===== src/rtl/clmul_seq.sv =====
// Sequential carry-less multiplier over GF(2)[x], MSB-first Horner evaluation.
// Optionally reduces modulo POLY on every step, which yields GF(2^W) field products.
module clmul_seq #(
  parameter int         W    = 8,
  parameter logic [W:0] POLY = 9'h11B
) (
  input  logic            clk,
  input  logic            rst_n,
  input  logic            in_valid,
  output logic            in_ready,
  input  logic [W-1:0]    a,
  input  logic [W-1:0]    b,
  input  logic            reduce,
  output logic            out_valid,
  input  logic            out_ready,
  output logic [2*W-2:0]  y,
  output logic            busy
);

  localparam int PW = 2 * W - 1;
  localparam int CW = $clog2(W);
  localparam logic [PW-1:0] POLY_EXT = PW'(POLY);

  typedef enum logic [1:0] {
    IDLE = 2'd0,
    BUSY = 2'd1,
    DONE = 2'd2
  } state_t;

  state_t          state;
  logic [W-1:0]    a_reg;
  logic [W-1:0]    b_reg;
  logic            red_reg;
  logic [PW-1:0]   acc;
  logic [CW-1:0]   cnt;
  logic [PW-1:0]   shifted;
  logic [PW-1:0]   acc_next;

  // In reduce mode acc only ever holds W live bits, so after the shift
  // bit W is the single overflow bit that must be folded back with POLY.
  always_comb begin
    // NOTE: every combinational output gets a default first so no latch is inferred.
    shifted  = {acc[PW-2:0], 1'b0};
    acc_next = '0;
    if (red_reg && shifted[W]) shifted = shifted ^ POLY_EXT;
    acc_next = shifted ^ (b_reg[cnt] ? PW'(a_reg) : '0);
  end

  // NOTE: state is updated with non-blocking assignments so every register
  // sees the pre-edge values of the others, regardless of statement order.
  always_ff @(posedge clk or negedge rst_n) begin
    if (!rst_n) begin
      state     <= IDLE;
      in_ready  <= 1'b1;
      out_valid <= 1'b0;
      busy      <= 1'b0;
      y         <= '0;
      a_reg     <= '0;
      b_reg     <= '0;
      red_reg   <= 1'b0;
      acc       <= '0;
      cnt       <= '0;
    end else begin
      case (state)
        IDLE: begin
          if (in_valid && in_ready) begin
            a_reg    <= a;
            b_reg    <= b;
            red_reg  <= reduce;
            acc      <= '0;
            cnt      <= CW'(W - 1);
            state    <= BUSY;
            in_ready <= 1'b0;
            busy     <= 1'b1;
          end
        end
        BUSY: begin
          acc <= acc_next;
          if (cnt == '0) begin
            y         <= acc_next;
            out_valid <= 1'b1;
            state     <= DONE;
          end else begin
            cnt <= cnt - 1'b1;
          end
        end
        DONE: begin
          // in_ready rises only after the handshake edge: no same-cycle re-accept.
          if (out_valid && out_ready) begin
            out_valid <= 1'b0;
            in_ready  <= 1'b1;
            busy      <= 1'b0;
            state     <= IDLE;
          end
        end
        default: begin
          state     <= IDLE;
          in_ready  <= 1'b1;
          out_valid <= 1'b0;
          busy      <= 1'b0;
        end
      endcase
    end
  end

endmodule


===== config.mk =====
export PLATFORM = sky130hd
export DESIGN_NAME = clmul_seq
export DESIGN_NICKNAME = d
export VERILOG_FILES = /design/src/rtl/clmul_seq.sv
export SDC_FILE = /design/constraint.sdc
export NUM_CORES = 1
export LEC_CHECK = 0
export BUFFER_PORTS_ARGS = -buffer_cell sky130_fd_sc_hd__buf_2
export CAP_MARGIN = 15
export CORE_MARGIN = 3
export CORE_UTILIZATION = 53
export CTS_CLUSTER_DIAMETER = 30
export DETAILED_ROUTE_END_ITERATION = 8
export MAX_ROUTING_LAYER = met4
export PLACE_DENSITY_LB_ADDON = 0.3
export RECOVER_POWER = 100
export SLEW_MARGIN = 20
export SYNTH_ARGS = -nofsm -noshare
export SYNTH_HDL_FRONTEND = slang
export SYNTH_SLANG_ARGS = --single-unit

===== constraint.sdc =====
create_clock -name clk -period 5.92 [get_ports clk]
set_input_delay 0.592 -clock clk [delete_from_list [all_inputs] [get_ports clk]]
set_output_delay 0.592 -clock clk [all_outputs]
set_load 0.01 [all_outputs]

==> results by group <==
Status
  – Run status: finished, violations left
  – Violations in the final reports: capacitance limit, slew limit

Die
  – Initial Utilization: 56.3%
  – Floorplan core area: 0.00447 mm^2
  – Die span in x: 74.9 um
  – Number of standard-cell rows in the floorplan: 24
  – Die Outline Area: 0.00562 mm^2
  – Die span in y: 74.9 um
  – Io pins: 39

Clock network
  – H-tree Lvls: 2
  – Number of hold buffers added after CTS: 0
  – Number of buffers added by the clock tree synthesis step: 5
  – Total setup buffers inserted after CTS: 0
  – Clock latency at the later pin of the worst-skew pair: 0.30 ns
  – Maximum buffer depth of the clock tree: 2
  – CTS clock-pin slew for the worst setup and hold paths: 0.09 ns
  – Post-cts gate resize count: 0
  – Clock tree root driver cell: clkbuf_8
  – Clock tree from TritonCTS: built
  – Clock sink count: 54

Cells and area
  – Fraction of final layout cells with drive strength greater than 1: 11.9%
  – Number of flip-flops under the largest register name: 15
  – Area grow syn2layout: 11.3%
  – Commonest non-fill, non-tap cell in the layout: nand2_1
  – # nets final: 324
  – Final cell count without fillers: 354
  – Number of inserted diodes: 0
  – Largest reg by FF count: y
  – Largest registers: y (15), acc (14)
  – Most frequent cells in the layout: nand2_1, dfrtp_1, buf_2, clkbuf_1, a21oi_1

Worst setup path
  – Worst Path Buf+Inv: 2
  – Worst Reg-to-Reg Cells: 4
  – Ordered list of cells on the worst path: buf_2, clkbuf_1
  – Largest stage delay, worst path: 1.98 ns
  – Crit-path slowest cell: clkbuf_1
  – Startpoint class of the critical path: primary input
  – Setup CP Type: primary input to asynchronous set/reset pin
  – Largest fanout on the critical path: 54
  – CP delay by family, top: buffers and inverters
  – Data required time of the critical path: 5.73 ns
  – Crit path arrival time: 2.67 ns
  – Logic depth of the worst path, buffers included: 2
  – Crit path capture type: asynchronous set/reset pin

Detailed routing
  – Iteration count of the initial detailed-routing pass: 4
  – WL final: 4680 um
  – Antenna violation net count after detailed routing: 0
  – Routed length per instance: 13.2 um
  – Average via count per standard cell: 5.53
  – Drc violations: 0
  – Via count: 1958
  – DRC marker count from the first detailed-route iteration: 182

STA
  – Worst slew slack as a fraction of its limit: -86.7%
  – Final worst-path cycle share: 48.3%
  – Pin slew with the least headroom to its limit: 2.80 ns
  – Final Hold Violating Endpoints: 0
  – Final worst path period need: 2.86 ns
  – Unrepaired setup endpoints after global routing: false
  – Sum of negative setup slack: 0 ns
  – Number of slew-limit violations in the final report: 55
  – Setup Skew: 0.00824 ns
  – Final setup vio count: 0
  – Fmax: 350 MHz

Yosys
  – Post-synthesis share of cell area spent on full adders, half adders and majority gates: 0.994%
  – Mapped Area: 0.00252 mm^2
  – Warnings, synthesis: 0
  – Register bit total from synthesis: 54
  – Commonest register cell after synthesis: dfrtp_1
  – Library cells used by synthesis: 38
  – Sequential share of the synthesized area: 53.7%
  – Compound-gate portion of the synthesized area: 9.94%
  – Mean instance size in the synthesized netlist: 9.40 um^2
  – Nets in the synthesized netlist: 291
  – Post-Synth Simple-Gate Area: 26.3%
  – Fraction of synthesis flops using an asynchronous set or reset pin: 100%
  – Parity-gate share of the synthesized area counting xor and xnor cells: 1.04%
  – Post-Syn Instances: 268
  – Number of enable flip-flop cells after synthesis: 0
  – Share of synthesized area spent on multiplexers: 4.72%
  – Dominant combinational cell family by area after synthesis: simple AND/OR/NAND/NOR gates

Global route
  – Maximum number of pins on one net before global-route repair: 55
  – Number of global-route vias before repair: 1733
  – Global-route congestion overflow total: 0
  – Initial antenna violation count: 0
  – Global-route wire length before repair: 7850 um
  – All-Layer GR Usage: 18.6%

Power
  – Leakage power summed over all cells: 1.38 nW
  – Worst supply voltage drop on vdd: 0.143 mV
  – Power per unit of standard cell area: 207 mW/mm^2

Min path
  – Hold Path Cell Cnt: 2
  – Path type of the worst min-delay path: flop to flop

Placed design
  – Routability congestion estimate: 0.795
  – Port Buffers: 38
  – HPWL reported at the end of detailed placement: 3080 um
  – Count of placed standard cells including taps: 345

Job
  – Number of maximum-capacitance constraint violations: 1
## path summary, 6_finish.rpt
path	endpoint	startpoint	slack, ns
max in group clk	acc[0]$_DFFE_PN0P_	cnt[0]$_DFFE_PN0P_	3.54
max	acc[2]$_DFFE_PN0P_	rst_n	3.06
min in group asynchronous	y[13]$_DFFE_PN0P_	rst_n	1.27
max reg2reg	acc[0]$_DFFE_PN0P_	cnt[0]$_DFFE_PN0P_	3.54
min	y[14]$_DFFE_PN0P_	acc[13]$_DFFE_PN0P_	0.47
min reg2reg	y[14]$_DFFE_PN0P_	acc[13]$_DFFE_PN0P_	0.47
## kinds of logic (layout without fill, tap and decap cells)
family / after synthesis / count (layout)
and+or+nand+nor: 141 / 141
xor gates and xnor gates: 3 / 3
muxes: 8 / 8
AOI/OAI and AO/OA: 40 / 40
adders and majority gates: 2 / 2
buffers and inverters: 20 / 54
DFF: 54 / 54
## cell type report
type	instances	area (um^2)
clock buffers	6	72.6
clock inverters	2	13.8
fillers	394	1670
inverters	4	15.0
multi-input cells	194	1090
flip-flops and latches	54	1350
well taps	52	65.1
repair buffers	42	191
## synthesized netlist by cell type, drive strengths merged, types with 2 or more instances
cell      n  area share, %
mux4      2            2.1
xnor2     3            1.0
nor3b     8            2.4
o31ai     6            1.8
inv       4           0.60
dfrtp    53             53
o211ai    4            1.2
buf       2           0.65
nand3     4           0.79
nor3      4           0.79
nand2b    2           0.50
mux2      5            2.2
nand2   102             15
o21ai     8            1.6
and3      4            1.2
ha        2           0.99
nor4bb    2           0.79
nand4b    5            1.7
nand3b    4            1.2
a31oi     4           0.99
clkbuf   14            2.1
a21oi    12            2.4
## power by group
part | internal (mW) | switching, mW
registers | 0.369 | 0
logic | 0.00506 | 0.00860
clock network | 0.0837 | 0.114
total | 0.457 | 0.123
## metrics by stage
stage	hold WS [ns]	power (mW)	instance area, um^2	utilization, %	setup WS, ns
after floorplan	0.296	0.376	2520	-	4.05
after global placement	0.451	0.390	2750	61.4	3.65
after detailed placement	0.453	0.390	2750	61.4	3.59
after CTS	0.412	0.588	2840	63.4	3.55
after global routing	0.471	0.603	2800	62.6	2.52
final	0.472	0.580	2800	62.6	3.06
## metal layers
| layer | part of all wire [%] | routed length [um] | track usage [%] |
|---|---|---|---|
| met4 | 1.1 | 52 | 3.56 |
| met1 | 48 | 2270 | 23.9 |
| met3 | 3.9 | 183 | 4.01 |
| met2 | 46 | 2180 | 30.6 |
| met5 | 0 | 0 | - |
(Power assumes the default switching activity.)
